**src/rtl/ball_motion_engine.sv**
```systemverilog
`default_nettype none
// ============================================================================
// Module   : ball_motion_engine
// Brief    : Tick-driven ball kinematics, wall/paddle bounce and scoring.
// Revision : 1.0 - initial release
// ============================================================================
module ball_motion_engine #(
    parameter int SCREEN_W    = 240,
    parameter int SCREEN_H    = 320,
    parameter int BALL_SIZE   = 4,
    parameter int PADDLE_W    = 40,
    parameter int PADDLE_H    = 4,
    parameter int STEP        = 1,
    parameter int SERVE_TICKS = 2,
    parameter int COORD_WIDTH = 9
) (
    input  logic                   clock,
    input  logic                   reset,
    input  logic                   refreshRate,
    input  logic                   serve,
    input  logic                   pause,
    input  logic [COORD_WIDTH-1:0] paddle1X,
    input  logic [COORD_WIDTH-1:0] paddle2X,
    output logic [COORD_WIDTH-1:0] ballX,
    output logic [COORD_WIDTH-1:0] ballY,
    output logic                   gameActive,
    output logic                   paddleHit,
    output logic                   pointP1,
    output logic                   pointP2
);

    // One guard bit above the coordinate width keeps every sum/compare wrap-free.
    localparam int c_cw    = COORD_WIDTH + 1;
    localparam int c_cnt_w = (SERVE_TICKS < 2) ? 1 : $clog2(SERVE_TICKS + 1);

    localparam logic [COORD_WIDTH:0] c_cx   = c_cw'((SCREEN_W - BALL_SIZE) / 2);
    localparam logic [COORD_WIDTH:0] c_cy   = c_cw'((SCREEN_H - BALL_SIZE) / 2);
    localparam logic [COORD_WIDTH:0] c_xmax = c_cw'(SCREEN_W - BALL_SIZE);
    localparam logic [COORD_WIDTH:0] c_ybot = c_cw'(SCREEN_H - PADDLE_H - BALL_SIZE);
    localparam logic [COORD_WIDTH:0] c_ytop = c_cw'(PADDLE_H);
    localparam logic [COORD_WIDTH:0] c_step = c_cw'(STEP);
    localparam logic [COORD_WIDTH:0] c_ball = c_cw'(BALL_SIZE);
    localparam logic [COORD_WIDTH:0] c_pw   = c_cw'(PADDLE_W);
    localparam logic [COORD_WIDTH:0] c_pmax = c_cw'(SCREEN_W - PADDLE_W);
    localparam logic [c_cnt_w-1:0]   c_serve_ticks = c_cnt_w'(SERVE_TICKS);
    localparam logic [c_cnt_w-1:0]   c_cnt_one     = c_cnt_w'(1);

    localparam logic [1:0] c_idle  = 2'd0;
    localparam logic [1:0] c_serve = 2'd1;
    localparam logic [1:0] c_play  = 2'd2;
    localparam logic [1:0] c_point = 2'd3;

    logic [1:0]             state_q, state_d;
    logic [COORD_WIDTH:0]   ball_x_q, ball_x_d;
    logic [COORD_WIDTH:0]   ball_y_q, ball_y_d;
    logic                   dir_x_q, dir_x_d;   // 1 = moving right
    logic                   dir_y_q, dir_y_d;   // 1 = moving down
    logic [c_cnt_w-1:0]     cnt_q, cnt_d;
    logic                   refresh_dly_q, refresh_dly_d;
    logic                   paddle_hit_q, paddle_hit_d;
    logic                   point_p1_q, point_p1_d;
    logic                   point_p2_q, point_p2_d;

    logic                   w_tick;
    logic                   w_step_en;
    logic [COORD_WIDTH:0]   w_p1;
    logic [COORD_WIDTH:0]   w_p2;
    logic [COORD_WIDTH:0]   w_nx;
    logic [c_cnt_w-1:0]     w_cnt_inc;

    assign w_tick    = refreshRate & ~refresh_dly_q;
    assign w_step_en = w_tick & ~pause;
    assign w_cnt_inc = cnt_q + c_cnt_one;
    assign w_p1      = ({1'b0, paddle1X} > c_pmax) ? c_pmax : {1'b0, paddle1X};
    assign w_p2      = ({1'b0, paddle2X} > c_pmax) ? c_pmax : {1'b0, paddle2X};

    always_comb begin
        refresh_dly_d = refreshRate;
        state_d       = state_q;
        ball_x_d      = ball_x_q;
        ball_y_d      = ball_y_q;
        dir_x_d       = dir_x_q;
        dir_y_d       = dir_y_q;
        cnt_d         = cnt_q;
        paddle_hit_d  = 1'b0;
        point_p1_d    = 1'b0;
        point_p2_d    = 1'b0;
        w_nx          = ball_x_q;

        case (state_q)
            c_idle: begin
                ball_x_d = c_cx;
                ball_y_d = c_cy;
                if (serve) begin
                    state_d = c_serve;
                    cnt_d   = '0;
                end
            end
            c_serve: begin
                ball_x_d = c_cx;
                ball_y_d = c_cy;
                if (w_step_en) begin
                    cnt_d = w_cnt_inc;
                    if (w_cnt_inc == c_serve_ticks) begin
                        state_d = c_play;
                    end
                end
            end
            c_play: begin
                if (w_step_en) begin
                    if (dir_x_q) begin
                        if (ball_x_q + c_step >= c_xmax) begin
                            w_nx    = c_xmax;
                            dir_x_d = 1'b0;
                        end else begin
                            w_nx = ball_x_q + c_step;
                        end
                    end else if (ball_x_q <= c_step) begin
                        w_nx    = '0;
                        dir_x_d = 1'b1;
                    end else begin
                        w_nx = ball_x_q - c_step;
                    end
                    ball_x_d = w_nx;

                    // The paddle test uses this tick's new X so corner bounces resolve together.
                    if (dir_y_q) begin
                        if (ball_y_q + c_step >= c_ybot) begin
                            ball_y_d = c_ybot;
                            if ((w_nx + c_ball > w_p1) && (w_nx < w_p1 + c_pw)) begin
                                dir_y_d      = 1'b0;
                                paddle_hit_d = 1'b1;
                            end else begin
                                point_p2_d = 1'b1;
                                state_d    = c_point;
                            end
                        end else begin
                            ball_y_d = ball_y_q + c_step;
                        end
                    end else begin
                        if (ball_y_q <= c_ytop + c_step) begin
                            ball_y_d = c_ytop;
                            if ((w_nx + c_ball > w_p2) && (w_nx < w_p2 + c_pw)) begin
                                dir_y_d      = 1'b1;
                                paddle_hit_d = 1'b1;
                            end else begin
                                point_p1_d = 1'b1;
                                state_d    = c_point;
                            end
                        end else begin
                            ball_y_d = ball_y_q - c_step;
                        end
                    end
                end
            end
            default: begin
                // Re-serve toward whoever conceded: a bottom miss sends the ball down.
                ball_x_d = c_cx;
                ball_y_d = c_cy;
                dir_y_d  = point_p2_q;
                cnt_d    = '0;
                state_d  = c_serve;
            end
        endcase
    end

    always_ff @(posedge clock or negedge reset) begin
        if (!reset) begin
            state_q       <= c_idle;
            ball_x_q      <= c_cx;
            ball_y_q      <= c_cy;
            dir_x_q       <= 1'b1;
            dir_y_q       <= 1'b1;
            cnt_q         <= '0;
            refresh_dly_q <= 1'b0;
            paddle_hit_q  <= 1'b0;
            point_p1_q    <= 1'b0;
            point_p2_q    <= 1'b0;
        end else begin
            state_q       <= state_d;
            ball_x_q      <= ball_x_d;
            ball_y_q      <= ball_y_d;
            dir_x_q       <= dir_x_d;
            dir_y_q       <= dir_y_d;
            cnt_q         <= cnt_d;
            refresh_dly_q <= refresh_dly_d;
            paddle_hit_q  <= paddle_hit_d;
            point_p1_q    <= point_p1_d;
            point_p2_q    <= point_p2_d;
        end
    end

    assign ballX      = ball_x_q[COORD_WIDTH-1:0];
    assign ballY      = ball_y_q[COORD_WIDTH-1:0];
    assign gameActive = (state_q != c_idle);
    assign paddleHit  = paddle_hit_q;
    assign pointP1    = point_p1_q;
    assign pointP2    = point_p2_q;

endmodule
`default_nettype wire

```
**config.mk**
```make
export PLATFORM = sky130hd
export DESIGN_NAME = ball_motion_engine
export DESIGN_NICKNAME = d
export VERILOG_FILES = /design/src/rtl/ball_motion_engine.sv
export SDC_FILE = /design/constraint.sdc
export NUM_CORES = 1
export LEC_CHECK = 0
export CAP_MARGIN = 5
export CORE_MARGIN = 1.5
export CORE_UTILIZATION = 54
export CTS_CLUSTER_SIZE = 24
export DETAILED_ROUTE_END_ITERATION = 8
export PLACE_DENSITY = 0.77
export SKIP_CTS_REPAIR_TIMING = 1
export SYNTH_ARGS = -nofsm -noshare
export SYNTH_HDL_FRONTEND = slang
export SYNTH_SLANG_ARGS = --single-unit
```
**constraint.sdc**
```tcl
create_clock -name clock -period 14.7 [get_ports clock]
set_clock_uncertainty 0.15 [all_clocks]
set_input_delay 2.205 -clock clock [delete_from_list [all_inputs] [get_ports clock]]
set_output_delay 2.205 -clock clock [all_outputs]
set_load 0.02 [all_outputs]
```
==> parameters.txt, run 1 <==
Parameter                              Value

Run status
  Result of the run ... completed

Power
  Switching Fraction ... between 40% and 50%
  Part of the power in the clock network ... a little under a fifth
  Total power density per cell area ... between 80 and 90 nW/um^2
  Net Switching ... 171.7 uW
  Worst vdd rail ir drop ... between 0.06 and 0.07 mV
  Sequential cell fraction of total power ... 29.2%
  Relative contribution of combinational cells to total power ... a little over half
  Internal power ... roughly 220 uW
  Static leakage ... about 0.0018 uW

Logic synthesis
  Synthesized area divided by synthesized cell count ... between 7 and 8 um^2
  Post-synthesis sequential element count ... 30
  Cell count after synthesis ... about 520
  Mux share of post-synthesis cell area ... 1.170%
  Complex-gate fraction of the synthesized area ... around a quarter
  Seq/Total Area, Yosys ... roughly a fifth
  Synth area leaders ... ha_1 (15%), dfrtp_1 (11%), dfstp_2 (8.0%)
  Adder-cell share of the synthesized area ... approximately 15%
  Cell area after synthesis ... slightly below 4000 um^2
  Cell type with the largest total area after synthesis ... ha_1
  Share of the synthesized netlist area taken by xor and xnor gates ... ~4.7%
  Warnings, synthesis ... 0
  Synth async-reset ratio ... 100.0%
  Count of cell types in the netlist ... 78
  Prevailing post-synth register cell ... dfrtp_1
  Area share of the leading cell type in the synthesized netlist ... roughly 15%
  Combinational family with the most area after synthesis ... simple AND/OR/NAND/NOR gates
  Simple-gate share of the synthesized area ... between 20% and 30%
  Post-synth EDFFs ... 0

GRT
  Global-route wire length before repair ... between 15000 and 20000 um
  Total overflow reported by the global router ... 0
  Maximum number of pins on one net before global-route repair ... 31
  Number of global-route vias before repair ... 3503
  Total global-route track usage ... between 20% and 30%
  Initial antenna violation count ... 0

Floorplanning
  DIE AREA ... between 7000 and 8000 um^2
  Number of top-level design ports ... 45
  Total core area ... around 7000 um^2
  Chip Height ... approximately 89 um
  Number of cell rows ... 31
  Die extent in x ... 88.60 um
  Initial core utilization ... 55.14%

Cells and area
  Final-layout fill cell count ... 644
  FF+latch area ... about 770 um^2
  Layout cells sized above 1 ... approximately 8.4%
  Area used by multi-input combinational logic ... around 2800 um^2
  Relative area change from synthesis to final layout ... 11.29%
  Final net count ... around 610
  Number of inserted diodes ... 0

STA
  Worst slew margin relative to its limit ... between 30 and 40%
  RSZ-0062 raised after global routing ... false
  Final max-slew violation count ... 0
  Worst Tran Pin Value ... approximately 1.0 ns
  Min cycle time layout ... 6.060 ns
  Endpoints failing hold ... 0
  Highest Clock Rate ... about 170 MHz
  Count of final setup violators ... 0
  Period Utilization, post-route ... approximately 41%
  Sum of negative setup slack ... 0 ns
  Final Worst Setup Slack ... about 8.6 ns

Setup path
  Element type at the critical path end ... flip-flop
  Data arrival time at the worst-slack endpoint ... a little over 6 ns
  Slowest cell on crit path ... or4b_1
  Required time at the endpoint of the critical path ... roughly 15 ns
  Cell chain of the critical path ... clkdlybuf4s50_1, o31ai_1, nand2_1, a31oi_1, nand2_1, ha_1, a21oi_1, o21bai_1, a2111oi_0, o21ai_0, a21oi_1, nor2b_1, or4b_1, a32o_1, mux2_4
  Critical path origin ... paddle1X[1]
  Sort of element at the start of the critical path ... input port
  Category of the most critical setup path ... input port to flip-flop
  Critical Path Max Stage Delay ... approximately 0.53 ns
  Biggest fanout along the worst timing path ... 6
  Origin of the critical flop-to-flop path ... ball_x_q[1]$_DFFE_PN1P_

Drt
  Detailed-route DRC error count ... 0
  Initial DRC Count ... 306
  Via count ... roughly 3900
  Post-route antenna net violation count ... 0
  Drt via density ... 6.182
  First drt pass iteration count ... 5
  Routed wire length ... about 10000 um
  Avg WL per Cell ... 16.02 um

Place
  Port Buffers ... 44
  Final Wtd Congestion ... about 0.9
  Pre-CTS worst setup slack ... between 8 and 9 ns
  HPWL Detailed ... ~7600 um

Clocking
  Clock tree from TritonCTS ... built
  Clock edge transition at the registers on the reported setup and hold paths ... about 0.07 ns
  Clock H-tree levels ... 2
  Max clock buf depth ... 2
  Skew-Pair Late Insertion Delay ... around 0.29 ns
  Cts bufs inserted ... 5
  Clock Sink Count ... 30
  Clock tree root driver cell ... clkbuf_8

Min path
  Path class of the lowest-slack min-delay path ... flip-flop to flip-flop
  Hold path startpoint ... cnt_q[1]$_DFFE_PN0P_

Flow run
  Max Cap Viol ... 0
[worst paths after layout]
path / to / slack [ns] / depth (start not counted)
max: state_q[1]$_DFFE_PN0P_ / 8.64 / 15
min: cnt_q[1]$_DFFE_PN0P_ / 0.36 / 1
max reg2reg: state_q[1]$_DFFE_PN0P_ / 8.74 / 23
min reg2reg: cnt_q[1]$_DFFE_PN0P_ / 0.36 / 1
max in group asynchronous: ball_y_q[1]$_DFFE_PN1P_ / 11.93 / 2
min in group asynchronous: ball_y_q[5]$_DFFE_PN0P_ / 2.15 / 2
[layout make-up]
type / instances / share of cell area, %
sequential: 30 / 17.39
inverter: 29 / 2.472
clock buffer: 6 / 1.876
clock inverter: 2 / 0.2842
timing repair buffer: 47 / 10.51
multi-input combinational: 423 / 64.65
tap: 99 / 2.813
[logic make-up after synthesis]
kind of cell | count (synthesis)
xor+xnor | 19
mux | 4
compound gates | 147
flops | 30
fa+ha+maj | 46
buf+inv | 74
simple gates | 201
other cells | 1
[stage by stage]
stage	hold slack (ns)	util, %	power, uW	std cells	area (um^2)
after floorplan	0.3229	-	258.0	527	3975
after CTS	0.3610	61.36	385.5	636	4403
after detailed placement	0.3419	60.03	312.5	628	4308
after global placement	0.3385	60.03	303.4	628	4308
final	0.3577	61.36	387.1	636	4403
after global routing	0.3928	61.36	415.3	636	4403
[cell usage after synthesis (12+ instances only)]
| master | instances |
|---|---|
| nand3_1 | 22 |
| inv_1 | 28 |
| dfrtp_1 | 18 |
| clkbuf_1 | 15 |
| nand2_1 | 54 |
| nor3_1 | 13 |
| nor2_1 | 53 |
| dfstp_2 | 12 |
| ha_1 | 46 |
| o21ai_0 | 38 |
| buf_4 | 19 |
| a21oi_1 | 35 |
[cell usage in the layout (no fill, tap or decap), types with 4 or more instances in the layout]
| cell type | instances |
|---|---|
| a211oi_1 | 5 |
| a21o_1 | 4 |
| a21oi_1 | 35 |
| a22o_1 | 6 |
| a31oi_1 | 10 |
| and2_1 | 7 |
| clkbuf_8 | 6 |
| clkdlybuf4s50_1 | 44 |
| conb_1 | 6 |
| dfrtp_1 | 18 |
| dfstp_2 | 12 |
| ha_1 | 46 |
| inv_1 | 28 |
| nand2_1 | 54 |
| nand2b_1 | 7 |
| nand3_1 | 22 |
| nand4_1 | 4 |
| nor2_1 | 53 |
| nor2b_1 | 5 |
| nor3_1 | 13 |
| nor3b_1 | 4 |
| nor4_1 | 4 |
| o211ai_1 | 6 |
| o21ai_0 | 38 |
| o31ai_1 | 6 |
| or3_1 | 5 |
| xnor2_1 | 10 |
| xor2_1 | 7 |
[power by group through the flow]
stage                     Sequential [uW]  Combinational (uW)  Clock, uW
after floorplan                       102                 156          0
after global placement                113                 190          0
after detailed placement              114                 199          0
after CTS                             113                 200       72.8
after global routing                  115                 224       76.1
final                                 113                 202       72.2
[flip-flops by register name, indices dropped and copies added (netlist names)]
register and cells:
dir_y_q 1, paddleHit 1, pointP1 1, state_q 2, refresh_dly_q 1, cnt_q 2, pointP2 1, dir_x_q 1
ball_x_q 10, ball_y_q 10
[worst max-delay path, delay by kind of cell]
family	cells	cell delay, ns
buffers and inverters	1	0.43
adders and majority gates	1	0.33
AOI/OAI and AO/OA	8	2.04
muxes	1	0.30
and+or+nand+nor	4	0.78
[routing by layer]
metal,up-vias,part of all wire [%],global-route usage (%)
li1,1895,-,-
met1,1878,45,37.54
met2,144,48,43.58
met3,15,6.4,4.011
met4,0,1.4,6.108
met5,-,0,0
Note: power is estimated with default switching activity, not from simulation.
==> run 2, diff against run 1 <==
==> constraint.sdc (replaced) <==
create_clock -name clock -period 5.9 [get_ports clock]
set_clock_uncertainty 0.15 [all_clocks]
set_input_delay 0.885 -clock clock [delete_from_list [all_inputs] [get_ports clock]]
set_output_delay 0.885 -clock clock [all_outputs]
set_load 0.02 [all_outputs]
==> run 2 against run 1 <==
First-iteration DRC count up 8.8%; worst setup slack worse by 8.3 ns; final cell count up 1.3%; combinational power rose to 2.6 times the previous value; global-route usage up 0.39 points; critical path depth up 7; worst hold slack better by 0.014 ns; sequential power up 150%; sequential cell count unchanged; critical endpoint unchanged; power rose to 2.5 times the previous value.
==> parameters.txt, run 2 (synthesis results as in run 1) <==
Parameter                              Value

Floorplanning
  Initial core utilization ... ~55%
  Number of cell rows ... 31
  Total core area ... roughly 7200 um^2
  Die extent in x ... just under 90 um
  DIE AREA ... roughly 7800 um^2
  Number of top-level design ports ... between 40 and 50
  Chip Height ... between 80 and 90 um

Setup path
  Element type at the critical path end ... flip-flop
  Biggest fanout along the worst timing path ... 17
  Category of the most critical setup path ... flip-flop to flip-flop
  Data arrival time at the worst-slack endpoint ... 5.61 ns
  Required time at the endpoint of the critical path ... ~5.9 ns
  Number of cells on the worst reg-to-reg path ... 22
  Sort of element at the start of the critical path ... flip-flop

Clocking
  Clock tree from TritonCTS ... built
  Max clock buf depth ... 2
  Clock H-tree levels ... 2
  Clock Sink Count ... 30
  Cts bufs inserted ... 5
  Clock edge transition at the registers on the reported setup and hold paths ... 0.07 ns
  Skew-Pair Late Insertion Delay ... ~0.28 ns
  Clock tree root driver cell ... clkbuf_8

Drt
  Detailed-route DRC error count ... 0
  Post-route antenna net violation count ... 0
  First drt pass iteration count ... 5
  Avg WL per Cell ... approximately 16 um
  Via count ... 3924
  Routed wire length ... about 10000 um
  Initial DRC Count ... ~330
  Drt via density ... around 6.1

GRT
  Met3 GRT Util ... 3.451%
  Number of global-route vias before repair ... 3576
  Global-route wire length before repair ... around 17000 um
  GR Util met2 ... approximately 43%
  Top Usage Layer GRT ... met2
  Maximum number of pins on one net before global-route repair ... 31
  Total global-route track usage ... a little over a quarter
  Total overflow reported by the global router ... 0
  Met1 usage in global routing ... 38.81%
  Initial antenna violation count ... 0

Place
  HPWL Detailed ... ~7700 um
  Final Wtd Congestion ... 1.005
  Port Buffers ... 44
  Total placed cells including tap cells ... approximately 630

Cells and area
  Final design utilization ... between 60% and 70%
  Final Instance Count excl. Fillers ... roughly 640
  Final net count ... 613
  Number of inserted diodes ... 0
  Relative area change from synthesis to final layout ... 13.47%
  Top library cells by usage in the layout, fill and taps aside ... nand2_1 (54), nor2_1 (53), ha_1 (45)
  Largest regs ... ball_x_q: 10 flops, ball_y_q: 10 flops
  Layout cells sized above 1 ... between 10% and 20%
  Most common cell after layout, fill and taps aside ... nand2_1

STA
  Count of final setup violators ... 0
  Highest Clock Rate ... ~180 MHz
  Worst hold margin ... ~0.37 ns
  Worst Tran Pin Value ... roughly 0.7 ns
  Worst slew margin relative to its limit ... slightly above 50%
  Endpoints failing hold ... 0
  RSZ-0062 raised after global routing ... false
  Period Utilization, post-route ... between 90% and 100%
  Min cycle time layout ... around 5.6 ns
  Sum of negative setup slack ... 0 ns
  Final max-slew violation count ... 0

Power
  Overall power consumption ... roughly 1000 uW
  Static leakage ... between 0.0015 and 0.002 uW
  Total power density per cell area ... around 220 nW/um^2
  Sequential cell fraction of total power ... 28.7%
  Worst vdd rail ir drop ... 0.1616 mV
  Switching Fraction ... 43.84%
  Part of the power in the clock network ... a little under a fifth
  Internal power ... about 550 uW
  Net Switching ... 425.8 uW
  Relative contribution of combinational cells to total power ... between 50% and 60%

Run status
  Result of the run ... completed

Min path
  Path class of the lowest-slack min-delay path ... flip-flop to flip-flop
  Hold Crit Depth ... 1

Flow run
  Max Cap Viol ... 0
[run 2: worst paths after layout]
kind	startpoint	to	slack [ns]
worst min-delay path	cnt_q[1]$_DFFE_PN0P_	cnt_q[1]$_DFFE_PN0P_	0.37
worst max register to register	ball_x_q[4]$_DFFE_PN1P_	state_q[1]$_DFFE_PN0P_	0.30
worst max-delay path	ball_x_q[4]$_DFFE_PN1P_	state_q[1]$_DFFE_PN0P_	0.30
worst min register to register	cnt_q[1]$_DFFE_PN0P_	cnt_q[1]$_DFFE_PN0P_	0.37
min in group asynchronous	reset	ball_y_q[6]$_DFFE_PN0P_	0.84
max in group asynchronous	reset	ball_y_q[1]$_DFFE_PN1P_	4.45
[run 2: cell type report]
class,count,area (um^2)
Multi-Input combinational cell,423,2873
Sequential cell,30,765.7
Clock buffer,6,82.58
Inverter,29,108.9
Clock inverter,2,12.51
Fill cell,640,2686
Tap cell,99,123.9
Timing Repair Buffer,55,523.0
[run 2: critical path, cell delays in order (launching register included)]
cell and delay (ns):
dfstp_2 0.76, nand4_1 0.24, nor2_1 0.16, a22o_1 0.21
and2_1 0.37, and2_1 0.31, a21oi_1 0.11, nor2_1 0.09
a211o_1 0.20, inv_1 0.10, ha_1 0.22, xor2_1 0.18
ha_1 0.36, nand4_1 0.12, o221ai_1 0.20, a21oi_1 0.11
nor2_1 0.10, o21ai_0 0.07, nor3_1 0.20, nor4_2 0.09
or4b_1 0.52, a32o_1 0.28, mux2_4 0.30
[run 2: routing by layer]
layer / wire (um) / part of all wire (%) / vias up
met3: 622 / 6.0 / 14
met5: 0 / 0 / -
met2: 4910 / 48 / 151
li1: - / - / 1904
met1: 4669 / 45 / 1855
met4: 130 / 1.3 / 0
[run 2: stage by stage]
stage               setup slack (ns)  area [um^2]
finish                        0.3039         4489
global route                 0.01705         4489
CTS                           0.1743         4441
detailed placement            0.1994         4345
global placement              0.3425         4345
floorplan                     0.7549         3975
[run 2: power by group through the flow]
| stage | combinational [uW] | clock, uW | sequential (uW) |
|---|---|---|---|
| after floorplan | 389 | 0 | 254 |
| after global placement | 487 | 0 | 280 |
| after detailed placement | 502 | 0 | 281 |
| after CTS | 507 | 176 | 278 |
| after global routing | 578 | 187 | 285 |
| final | 517 | 175 | 279 |
==> run 3, diff against run 2 <==
--- a/config.mk
+++ b/config.mk
@@ -6,11 +6,13 @@
 export NUM_CORES = 1
 export LEC_CHECK = 0
 export CAP_MARGIN = 5
+export CORE_ASPECT_RATIO = 1.1
 export CORE_MARGIN = 1.5
 export CORE_UTILIZATION = 54
 export CTS_CLUSTER_SIZE = 24
 export DETAILED_ROUTE_END_ITERATION = 8
 export PLACE_DENSITY = 0.77
+export SETUP_SLACK_MARGIN = 0.2
 export SKIP_CTS_REPAIR_TIMING = 1
 export SYNTH_ARGS = -nofsm -noshare
 export SYNTH_HDL_FRONTEND = slang
==> constraint.sdc (replaced) <==
create_clock -name clock -period 6.88 [get_ports clock]
set_clock_uncertainty 0.15 [all_clocks]
set_input_delay 1.032 -clock clock [delete_from_list [all_inputs] [get_ports clock]]
set_output_delay 1.032 -clock clock [all_outputs]
set_load 0.02 [all_outputs]
==> run 3 against run 2 <==
First-iteration DRC count up 12%; worst setup slack better by 0.67 ns; sequential cell count unchanged; via count down 1.5%; register-to-register slack better by 0.67 ns; die area about the same; final cell count down 3.4%; sequential share of layout area up 0.22 points; critical endpoint unchanged; cell area down 1.3%; critical path depth up 1.
==> parameters.txt, run 3 (synthesis results as in run 1) <==
Parameter                              Value

Run status
  Result of the run ... completed

Min path
  Path class of the lowest-slack min-delay path ... flip-flop to flip-flop

Drt
  Detailed-route DRC error count ... 0
  Initial DRC Count ... around 370
  Routed wire length ... ~10000 um
  Drt via density ... 6.212
  Via count ... between 3000 and 4000
  Post-route antenna net violation count ... 0
  First drt pass iteration count ... 5
  Avg WL per Cell ... about 16 um

Clocking
  Clock H-tree levels ... 2
  Clock tree from TritonCTS ... built
  Skew-Pair Late Insertion Delay ... ~0.29 ns
  Clock Sink Count ... 30
  Cts bufs inserted ... 5
  Max clock buf depth ... 2
  Clock tree root driver cell ... clkbuf_8
  Clock edge transition at the registers on the reported setup and hold paths ... 0.07 ns

GRT
  Initial antenna violation count ... 0
  Total overflow reported by the global router ... 0
  Global-route wire length before repair ... roughly 17000 um
  Number of global-route vias before repair ... 3673
  Maximum number of pins on one net before global-route repair ... 31
  Total global-route track usage ... between 20% and 30%

Place
  Port Buffers ... 44
  Final Wtd Congestion ... 0.9055
  Pre-CTS worst setup slack ... around 1.2 ns
  HPWL Detailed ... 7400 um

Cells and area
  Relative area change from synthesis to final layout ... 12.05%
  Area used by multi-input combinational logic ... around 2800 um^2
  Most common cell after layout, fill and taps aside ... nand2_1
  FF+latch area ... between 700 and 800 um^2
  Final-layout fill cell count ... about 630
  Top library cells by usage in the layout, fill and taps aside ... nand2_1 (54), nor2_1 (53), ha_1 (46)
  Layout cells sized above 1 ... under 10%
  Largest regs ... ball_x_q: 10 flops, ball_y_q: 10 flops
  Final net count ... 605
  Number of inserted diodes ... 0

Setup path
  Sort of element at the start of the critical path ... flip-flop
  Element type at the critical path end ... flip-flop
  Data arrival time at the worst-slack endpoint ... 5.92 ns
  Required time at the endpoint of the critical path ... 6.90 ns
  Biggest fanout along the worst timing path ... 14
  Internal reg-to-reg setup slack ... about 0.98 ns
  Category of the most critical setup path ... flip-flop to flip-flop

Power
  Sequential cell fraction of total power ... a little over a quarter
  Internal power ... about 530 uW
  Switching Fraction ... between 40% and 50%
  Part of the power in the clock network ... between 20 and 30%
  Worst vdd rail ir drop ... approximately 0.17 mV
  Static leakage ... about 0.0019 uW
  Net Switching ... 360.7 uW
  Total power density per cell area ... roughly 200 nW/um^2
  Relative contribution of combinational cells to total power ... between 40 and 50%

STA
  Period Utilization, post-route ... between 80 and 90%
  Sum of negative setup slack ... 0 ns
  Final Worst Setup Slack ... 0.9769 ns
  Worst Tran Pin Value ... between 0.9 and 1 ns
  Endpoints failing hold ... 0
  Count of final setup violators ... 0
  Min cycle time layout ... 5.903 ns
  Highest Clock Rate ... 169.4 MHz
  Worst slew margin relative to its limit ... 33.32%
  RSZ-0062 raised after global routing ... false
  Final max-slew violation count ... 0

Floorplanning
  Total core area ... 7047 um^2
  DIE AREA ... around 7800 um^2
  Die extent in x ... 84.61 um
  Chip Height ... between 90 and 100 um
  Initial core utilization ... between 50 and 60%
  Number of top-level design ports ... 45
  Number of cell rows ... 32

Flow run
  Max Cap Viol ... 0
-- run 3: changes by cell type in the layout (fill, tap and decap cells not counted), sizes merged --
cell / delta
clkinvlp: -1
buf: -8
bufinv: +2
clkinv: -1
-- run 3: final timing paths --
path                       cells past startpoint                 endpoint                     from
min                                            1     cnt_q[1]$_DFFE_PN0P_     cnt_q[1]$_DFFE_PN0P_
min reg2reg                                    1     cnt_q[1]$_DFFE_PN0P_     cnt_q[1]$_DFFE_PN0P_
max in group asynchronous                      2  ball_y_q[4]$_DFFE_PN1P_                    reset
min in group asynchronous                      2  ball_y_q[5]$_DFFE_PN0P_                    reset
max                                           23   state_q[1]$_DFFE_PN0P_  ball_x_q[1]$_DFFE_PN1P_
max reg2reg                                   23   state_q[1]$_DFFE_PN0P_  ball_x_q[1]$_DFFE_PN1P_
-- run 3: through the flow --
stage               util (%)  hold WS (ns)  cell area [um^2]  cells  total power, uW
floorplan                  -        0.3229              3975    527            551.3
global placement       60.88        0.3398              4290    614            647.8
detailed placement     60.88        0.3477              4290    614            660.9
CTS                    62.91        0.3669              4433    622            891.8
global route           62.91        0.3937              4433    622            961.1
finish                 62.91        0.3642              4433    622            893.6
-- run 3: layer usage --
layer / wire (um) / vias to the layer above / part of all wire [%] / GRT usage (%)
met2: 4844 / 131 / 48 / 44.31
li1: - / 1900 / - / -
met5: 0 / - / 0 / 0
met3: 525 / 22 / 5.2 / 4.456
met1: 4524 / 1811 / 45 / 35.36
met4: 191 / 0 / 1.9 / 7.527
-- run 3: power groups by stage --
stage	Clock (uW)	Combinational, uW	Sequential [uW]
final	227	425	242
after global routing	238	476	247
after CTS	229	422	240
after detailed placement	0	418	243
after global placement	0	406	242
after floorplan	0	334	217
-- run 3: worst max-delay path, stage by stage, from the launching register on --
cell and delay (ns):
dfstp_2 0.67, ha_1 0.43, inv_1 0.19, nor4b_1 0.33, a221oi_1 0.09, a31o_2 0.26, and2_1 0.23, a21oi_1 0.17
nor2_1 0.06, a211o_1 0.35, inv_1 0.12, ha_1 0.26, ha_1 0.32, a21o_1 0.19, a21oi_1 0.13, o221ai_1 0.13
a21oi_1 0.20, nor2_1 0.06, nor2_1 0.08, a21oi_1 0.05, nor4_1 0.56, or4b_1 0.22, a32o_1 0.23, mux2_4 0.31
-- run 3: cell type report --
class | instances | share of cell area (%)
multi-input cells | 423 | 64.21
inverters | 29 | 2.456
clock buffers | 6 | 1.863
repair buffers | 47 | 10.44
flip-flops and latches | 30 | 17.27
well taps | 85 | 2.399
clock inverters | 2 | 1.355
